<file path="config.mk">
export PLATFORM = sky130hd
export DESIGN_NAME = mem_bus_arbiter
export DESIGN_NICKNAME = d
export VERILOG_FILES = /design/src/rtl/bus_pkg.sv /design/src/rtl/mem_bus_arbiter_rr_pick2.sv /design/src/rtl/mem_bus_arbiter.sv
export SDC_FILE = /design/constraint.sdc
export NUM_CORES = 1
export LEC_CHECK = 0
export CORE_MARGIN = 3
export CORE_UTILIZATION = 42
export DETAILED_ROUTE_END_ITERATION = 8
export PLACE_DENSITY = 0.85
export SYNTH_ARGS = -nofsm -noshare
export SYNTH_HDL_FRONTEND = slang
export SYNTH_SLANG_ARGS = --single-unit
</file>
<file path="constraint.sdc">
create_clock -name clock -period 3.85 [get_ports clock]
set_input_delay 0.385 -clock clock [delete_from_list [all_inputs] [get_ports clock]]
set_output_delay 0.385 -clock clock [all_outputs]
set_load 0.05 [all_outputs]
</file>
<file path="src/rtl/bus_pkg.sv">
// Shared bus definitions for the CPU, the memory model and the memory bus arbiter.
// State encodings, read/write strobe values and default bus widths.
package bus_pkg;

  localparam int AW_DEFAULT = 32;
  localparam int DW_DEFAULT = 32;

  localparam logic RW_READ  = 1'b0;
  localparam logic RW_WRITE = 1'b1;

  typedef enum logic [1:0] {
    ST_IDLE = 2'd0,
    ST_BUSY = 2'd1,
    ST_ACK  = 2'd2
  } bus_state_e;

endpackage

</file>
<file path="src/rtl/mem_bus_arbiter_rr_pick2.sv">
// Two-way round-robin picker: chooses a winner from the live requests and the last grant.
// Purely combinational; the pointer register lives in the arbiter.
module rr_pick2 (
  input  logic req0_i,
  input  logic req1_i,
  input  logic lastGrant_i,
  output logic valid_o,
  output logic winner_o
);

  // On a tie the port that did not win last time goes first.
  always_comb begin
    valid_o  = req0_i | req1_i;
    winner_o = 1'b0;
    if (req0_i && req1_i) begin
      winner_o = ~lastGrant_i;
    end else if (req1_i) begin
      winner_o = 1'b1;
    end
  end

endmodule

</file>
<file path="src/rtl/mem_bus_arbiter.sv">
// Shares one memory port between the CPU (port 0) and a secondary master (port 1).
// Round-robin, one transaction at a time, fixed memory latency, req/ack handshake.
module mem_bus_arbiter
  import bus_pkg::*;
#(
  parameter int AW          = AW_DEFAULT,
  parameter int DW          = DW_DEFAULT,
  parameter int MEM_LATENCY = 2
) (
  input  logic          clock,
  input  logic          reset,
  input  logic          req0,
  input  logic          req1,
  input  logic          rw0,
  input  logic          rw1,
  input  logic [AW-1:0] addr0,
  input  logic [AW-1:0] addr1,
  input  logic [DW-1:0] wdata0,
  input  logic [DW-1:0] wdata1,
  output logic [DW-1:0] rdata0,
  output logic [DW-1:0] rdata1,
  output logic          ack0,
  output logic          ack1,
  output logic          gnt0,
  output logic          gnt1,
  output logic          busy,
  output logic [AW-1:0] mem_address,
  output logic [DW-1:0] mem_datao,
  output logic          mem_rw,
  input  logic [DW-1:0] mem_data
);

  localparam int CW = (MEM_LATENCY < 1) ? 1 : $clog2(MEM_LATENCY + 1);
  localparam logic [CW-1:0] CNT_INIT = CW'(MEM_LATENCY - 1);

  bus_state_e    state_q, state_d;
  logic [CW-1:0] cnt_q, cnt_d;
  logic          lastGrant_q, lastGrant_d;
  logic          owner_q, owner_d;
  logic          rwLat_q, rwLat_d;
  logic [AW-1:0] addrLat_q, addrLat_d;
  logic [DW-1:0] wdataLat_q, wdataLat_d;
  logic [DW-1:0] rdata0_q, rdata0_d;
  logic [DW-1:0] rdata1_q, rdata1_d;

  logic pickValid;
  logic pickWinner;

  rr_pick2 u_pick (
    .req0_i      (req0),
    .req1_i      (req1),
    .lastGrant_i (lastGrant_q),
    .valid_o     (pickValid),
    .winner_o    (pickWinner)
  );

  // lastGrant resets to 1 so that port 0 takes the first tie.
  always_ff @(posedge clock) begin
    if (reset) begin
      state_q     <= ST_IDLE;
      cnt_q       <= '0;
      lastGrant_q <= 1'b1;
      owner_q     <= 1'b0;
      rwLat_q     <= RW_READ;
      addrLat_q   <= '0;
      wdataLat_q  <= '0;
      rdata0_q    <= '0;
      rdata1_q    <= '0;
    end else begin
      state_q     <= state_d;
      cnt_q       <= cnt_d;
      lastGrant_q <= lastGrant_d;
      owner_q     <= owner_d;
      rwLat_q     <= rwLat_d;
      addrLat_q   <= addrLat_d;
      wdataLat_q  <= wdataLat_d;
      rdata0_q    <= rdata0_d;
      rdata1_q    <= rdata1_d;
    end
  end

  // Requests are only looked at in IDLE; BUSY runs purely off the latched copies.
  always_comb begin
    state_d     = state_q;
    cnt_d       = cnt_q;
    lastGrant_d = lastGrant_q;
    owner_d     = owner_q;
    rwLat_d     = rwLat_q;
    addrLat_d   = addrLat_q;
    wdataLat_d  = wdataLat_q;
    rdata0_d    = rdata0_q;
    rdata1_d    = rdata1_q;
    case (state_q)
      ST_IDLE: begin
        if (pickValid) begin
          state_d     = ST_BUSY;
          owner_d     = pickWinner;
          lastGrant_d = pickWinner;
          cnt_d       = CNT_INIT;
          rwLat_d     = pickWinner ? rw1 : rw0;
          addrLat_d   = pickWinner ? addr1 : addr0;
          wdataLat_d  = pickWinner ? wdata1 : wdata0;
        end
      end
      ST_BUSY: begin
        if (cnt_q == '0) begin
          state_d = ST_ACK;
          if (rwLat_q == RW_READ) begin
            if (owner_q) begin
              rdata1_d = mem_data;
            end else begin
              rdata0_d = mem_data;
            end
          end
        end else begin
          cnt_d = cnt_q - CW'(1);
        end
      end
      ST_ACK: begin
        state_d = ST_IDLE;
      end
      default: begin
        state_d = ST_IDLE;
      end
    endcase
  end

  assign busy        = (state_q != ST_IDLE);
  assign gnt0        = busy && !owner_q;
  assign gnt1        = busy && owner_q;
  assign ack0        = (state_q == ST_ACK) && !owner_q;
  assign ack1        = (state_q == ST_ACK) && owner_q;
  assign mem_rw      = (state_q == ST_BUSY) && (rwLat_q == RW_WRITE);
  assign mem_address = addrLat_q;
  assign mem_datao   = wdataLat_q;
  assign rdata0      = rdata0_q;
  assign rdata1      = rdata1_q;

endmodule

</file>
==> report_table.html <==
<table>
<tr><th>Metric</th><th>Value</th></tr>
<tr><th colspan="2">STA</th></tr>
<tr><td>Final clock skew</td><td>0.00526 ns</td></tr>
<tr><td>Setup violation total in the final timing report</td><td>0</td></tr>
<tr><td>Share of the cycle needed by the critical path after routing</td><td>0.712</td></tr>
<tr><td>Fmax</td><td>0.365 GHz</td></tr>
<tr><td>Final min period</td><td>2.74 ns</td></tr>
<tr><td>Final hold viol count</td><td>0</td></tr>
<tr><td>Total negative slack</td><td>0 ns</td></tr>
<tr><td>Tightest Pin Transition</td><td>0.839 ns</td></tr>
<tr><td>Unrepaired setup endpoints after global routing</td><td>false</td></tr>
<tr><td>WHS</td><td>0.456 ns</td></tr>
<tr><td>Slew headroom</td><td>0.439</td></tr>
<tr><td>Pins Over Slew Limit</td><td>0</td></tr>
<tr><th colspan="2">Layout</th></tr>
<tr><td>Post-route insts no fill</td><td>1101</td></tr>
<tr><td>Number of nets at the end of the flow</td><td>1083</td></tr>
<tr><td>Ant diodes</td><td>0</td></tr>
<tr><td>Flip-flop and latch area</td><td>0.00270 mm²</td></tr>
<tr><td>Area taken by multi-input logic gates</td><td>0.00261 mm²</td></tr>
<tr><td>Area of all placed cells without fillers</td><td>0.00931 mm²</td></tr>
<tr><td>Area delta synth-&gt;final</td><td>67.2%</td></tr>
<tr><td>Layout fillers</td><td>941</td></tr>
<tr><td>Fraction of final layout cells sized beyond drive strength 1</td><td>0.0549</td></tr>
<tr><th colspan="2">Logic synthesis</th></tr>
<tr><td>Top-count cell post-synth</td><td>sky130_fd_sc_hd__nand2_1</td></tr>
<tr><td>List of most frequent post-synthesis cells</td><td>sky130_fd_sc_hd__nand2_1, sky130_fd_sc_hd__dfxtp_1, sky130_fd_sc_hd__a21oi_1</td></tr>
<tr><td>Mapped Nets</td><td>815</td></tr>
<tr><td>Flip-flop and latch count after synthesis</td><td>135</td></tr>
<tr><td>Yosys synthesis warning count</td><td>0</td></tr>
<tr><td>Async set or reset register ratio after synthesis</td><td>0</td></tr>
<tr><td>Mean Syn Cell Area</td><td>8.60 µm²</td></tr>
<tr><td>Dominant cell type by area after synthesis</td><td>sky130_fd_sc_hd__dfxtp_1</td></tr>
<tr><td>Top_reg_cell synth</td><td>sky130_fd_sc_hd__dfxtp_1</td></tr>
<tr><td>Sequential area share after synthesis</td><td>0.485</td></tr>
<tr><td>Cells taking the most area after synthesis</td><td>sky130_fd_sc_hd__dfxtp_1, sky130_fd_sc_hd__nand2_1, sky130_fd_sc_hd__mux2i_1, sky130_fd_sc_hd__a311oi_1, sky130_fd_sc_hd__a21oi_1</td></tr>
<tr><td>Count of flip-flops with a built-in enable after synthesis</td><td>0</td></tr>
<tr><td>Share of the synthesized area in the top cell type</td><td>0.485</td></tr>
<tr><td>Cell variety after synth</td><td>26</td></tr>
<tr><td>Post-Synthesis Cell Area</td><td>0.00557 mm²</td></tr>
<tr><td>Number of instances in the synthesized netlist</td><td>648</td></tr>
<tr><th colspan="2">CTS</th></tr>
<tr><td>Post-CTS setup repair buffer count</td><td>0</td></tr>
<tr><td>Maximum clock path buffer count</td><td>2</td></tr>
<tr><td>CTS root buf</td><td>sky130_fd_sc_hd__clkbuf_16</td></tr>
<tr><td>Hold buffer count at cts</td><td>0</td></tr>
<tr><td>CTS Sinks</td><td>135</td></tr>
<tr><td>Max H-tree Level</td><td>4</td></tr>
<tr><td>Clock tree from TritonCTS</td><td>built</td></tr>
<tr><td>Worst-skew pair later-pin latency</td><td>0.42 ns</td></tr>
<tr><td>Clock transition at the registers of the reported paths</td><td>0.06 ns</td></tr>
<tr><td>Num CTS Buffers</td><td>17</td></tr>
<tr><td>Number of gates resized after CTS</td><td>0</td></tr>
<tr><th colspan="2">Floorplan</th></tr>
<tr><td>Starting utilization of the core area</td><td>0.436</td></tr>
<tr><td>Height of the chip</td><td>121 µm</td></tr>
<tr><td>X dimension of the die</td><td>121 µm</td></tr>
<tr><td>Die Footprint</td><td>0.0147 mm²</td></tr>
<tr><td>Core Area</td><td>0.0128 mm²</td></tr>
<tr><td>Cell row count</td><td>41</td></tr>
<tr><td>Io pins</td><td>300</td></tr>
<tr><th colspan="2">Routing</th></tr>
<tr><td>Post-route DRC</td><td>0</td></tr>
<tr><td>Detailed router's first-iteration violation count</td><td>341</td></tr>
<tr><td>Number of detailed-routing iterations run before antenna repair</td><td>5</td></tr>
<tr><td>Vias after detailed routing</td><td>5840</td></tr>
<tr><td>Vias per cell</td><td>5.30</td></tr>
<tr><td>Total wire length after detailed routing</td><td>19.3 mm</td></tr>
<tr><td>Wire length per cell</td><td>17.5 µm</td></tr>
<tr><td>Final antenna-violating net count</td><td>0</td></tr>
<tr><th colspan="2">Place</th></tr>
<tr><td>Cell area after placement</td><td>0.00863 mm²</td></tr>
<tr><td>Sum of net half-perimeters after detailed placement</td><td>13.3 mm</td></tr>
<tr><td>Input/output buffers</td><td>299</td></tr>
<tr><td>GP Congestion</td><td>0.849</td></tr>
<tr><td>Inst Count DP</td><td>1069</td></tr>
<tr><th colspan="2">Setup path</th></tr>
<tr><td>Worst EP arrival</td><td>2.36 ns</td></tr>
<tr><td>Buffers and inverters on the worst path</td><td>2</td></tr>
<tr><td>Critical register-to-register path endpoint</td><td>mem_datao[0]</td></tr>
<tr><td>Crit-path leading delay family</td><td>buffers and inverters</td></tr>
<tr><td>Worst Setup End Kind</td><td>primary output</td></tr>
<tr><td>Crit Reg-Reg Startpoint</td><td>lastGrant_q</td></tr>
<tr><td>Depth of the worst register-to-register path</td><td>4</td></tr>
<tr><td>Series of cell instances along the critical path</td><td>nor2_4 -&gt; buf_4 -&gt; nor2_1 -&gt; clkdlybuf4s50_1</td></tr>
<tr><td>Category of the worst setup path launch point</td><td>flip-flop</td></tr>
<tr><td>Critical Path Start</td><td>state_q[1]</td></tr>
<tr><td>Largest fanout on the critical path</td><td>68</td></tr>
<tr><td>Critical-path cell with the highest stage delay</td><td>sky130_fd_sc_hd__clkdlybuf4s50_1</td></tr>
<tr><td>Stages on worst setup path</td><td>4</td></tr>
<tr><td>End of the critical path</td><td>gnt0</td></tr>
<tr><td>Delay contributed by the slowest stage of the critical path</td><td>0.74 ns</td></tr>
<tr><td>CP Data Required Time</td><td>3.46 ns</td></tr>
<tr><td>Critical Setup Path Class</td><td>flip-flop to primary output</td></tr>
<tr><td>Internal reg-to-reg setup slack</td><td>1.93 ns</td></tr>
<tr><th colspan="2">Power and ir drop</th></tr>
<tr><td>Total power</td><td>4.77 mW</td></tr>
<tr><td>Power Dens Cells</td><td>512 mW/mm²</td></tr>
<tr><td>Leakage power summed over all cells</td><td>3.69 nW</td></tr>
<tr><td>Maximum vdd ir drop</td><td>304 µV</td></tr>
<tr><th colspan="2">GRT</th></tr>
<tr><td>Global routing usage summed across all routing layers</td><td>0.251</td></tr>
<tr><td>Total global routing overflow</td><td>0</td></tr>
<tr><td>Maximum number of pins on one net before global-route repair</td><td>75</td></tr>
<tr><td>Number of global-route vias before repair</td><td>5712</td></tr>
<tr><td>First-pass GRT wire length</td><td>28.9 mm</td></tr>
<tr><td>Antenna violations before repair</td><td>0</td></tr>
<tr><th colspan="2">Hold path</th></tr>
<tr><td>Path type of the worst min-delay path</td><td>flip-flop to flip-flop</td></tr>
<tr><th colspan="2">Outcome</th></tr>
<tr><td>Status</td><td>finished, final reports clean</td></tr>
<tr><th colspan="2">Run</th></tr>
<tr><td>Max-cap check violation count</td><td>0</td></tr>
</table>
-- worst register-to-register path, delay by kind of cell (launching register included) --
family / cells / cell delay, ns
DFF: 1 / 0.40
AOI/OAI and AO/OA: 2 / 0.77
and+or+nand+nor: 1 / 0.15
buffers and inverters: 1 / 0.51
-- layout make-up --
type,count,area share
Inverter,4,0.00161
Sequential cell,135,0.290
Clock buffer,20,0.0490
Clock inverter,12,0.0239
Tap cell,172,0.0231
Multi-Input combinational cell,448,0.280
Timing Repair Buffer,310,0.332
-- layout by cell type, fill, tap and decap left out, drive strengths merged --
cell           netlist  layout
nand3                1       1
a21bo                1       1
ha                   1       1
nand2b               3       3
nor3                 1       1
buf                 31      12
nor2                 7       7
clkdlybuf4s50        0     298
clkinv               0       4
nand3b               2       2
and3b                2       2
mux2i               64      64
or3b                 1       1
clkinvlp             0       2
a21o                 1       1
or2                  1       1
and2                 1       1
nand2              223     223
a32o                 1       1
nor3b                2       2
o21ai                2       2
a311oi              65      65
dfxtp              135     135
a21oi               68      68
inv                  4       4
clkbuf              30      20
bufinv               0       6
a21boi               1       1
-- per-stage QoR --
stage	utilization	setup slack, ns
2_1_floorplan	-	1.94
3_3_place_gp	0.676	1.47
3_5_place_dp	0.676	1.36
4_1_cts	0.729	1.11
5_1_grt	0.729	0.959
6_report	0.729	1.11
-- power by group --
group	internal, mW	leakage [nW]	switching, mW
clock network	1.25	0.326	0.603
logic	0.504	2.25	0.810
registers	1.53	1.11	0.0762
total	3.28	3.69	1.49
-- worst min path at each step --
stage                          start         end  depth (start not counted)
after detailed placement  rdata0[20]  rdata0[20]                          2
after global placement    rdata0[19]  rdata0[19]                          2
final                     rdata0[19]  rdata0[19]                          2
after floorplan             cnt_q[0]    cnt_q[0]                          2
after global routing      rdata0[25]  rdata0[25]                          2
after CTS                 rdata0[20]  rdata0[20]                          2
-- state kept, by name, indices dropped and copies added (netlist names) --
name / count
mem_datao: 32
lastGrant_q: 1
rdata1: 32
cnt_q: 2
state_q: 2
rdata0: 32
mem_address: 32
owner_q: 1
rwLat_q: 1
-- cells by family (layout without fill, tap and decap cells) --
| logic type | count (synthesis) | in the layout | synth area share |
|---|---|---|---|
| compound gates | 139 | 139 | 0.171 |
| fa+ha+maj | 1 | 1 | 0.00225 |
| buf+inv | 65 | 346 | 0.0530 |
| flops | 135 | 135 | 0.485 |
| mux | 64 | 64 | 0.115 |
| simple gates | 244 | 244 | 0.173 |
-- per-layer routing --
| metal | wire length [µm] | up-vias | track usage |
|---|---|---|---|
| li1 | - | 2794 | - |
| met1 | 7360 | 2691 | 0.289 |
| met2 | 9190 | 307 | 0.414 |
| met3 | 1970 | 48 | 0.0993 |
| met4 | 738 | 0 | 0.108 |
| met5 | 0 | - | 0 |
(Power assumes the default switching activity.)
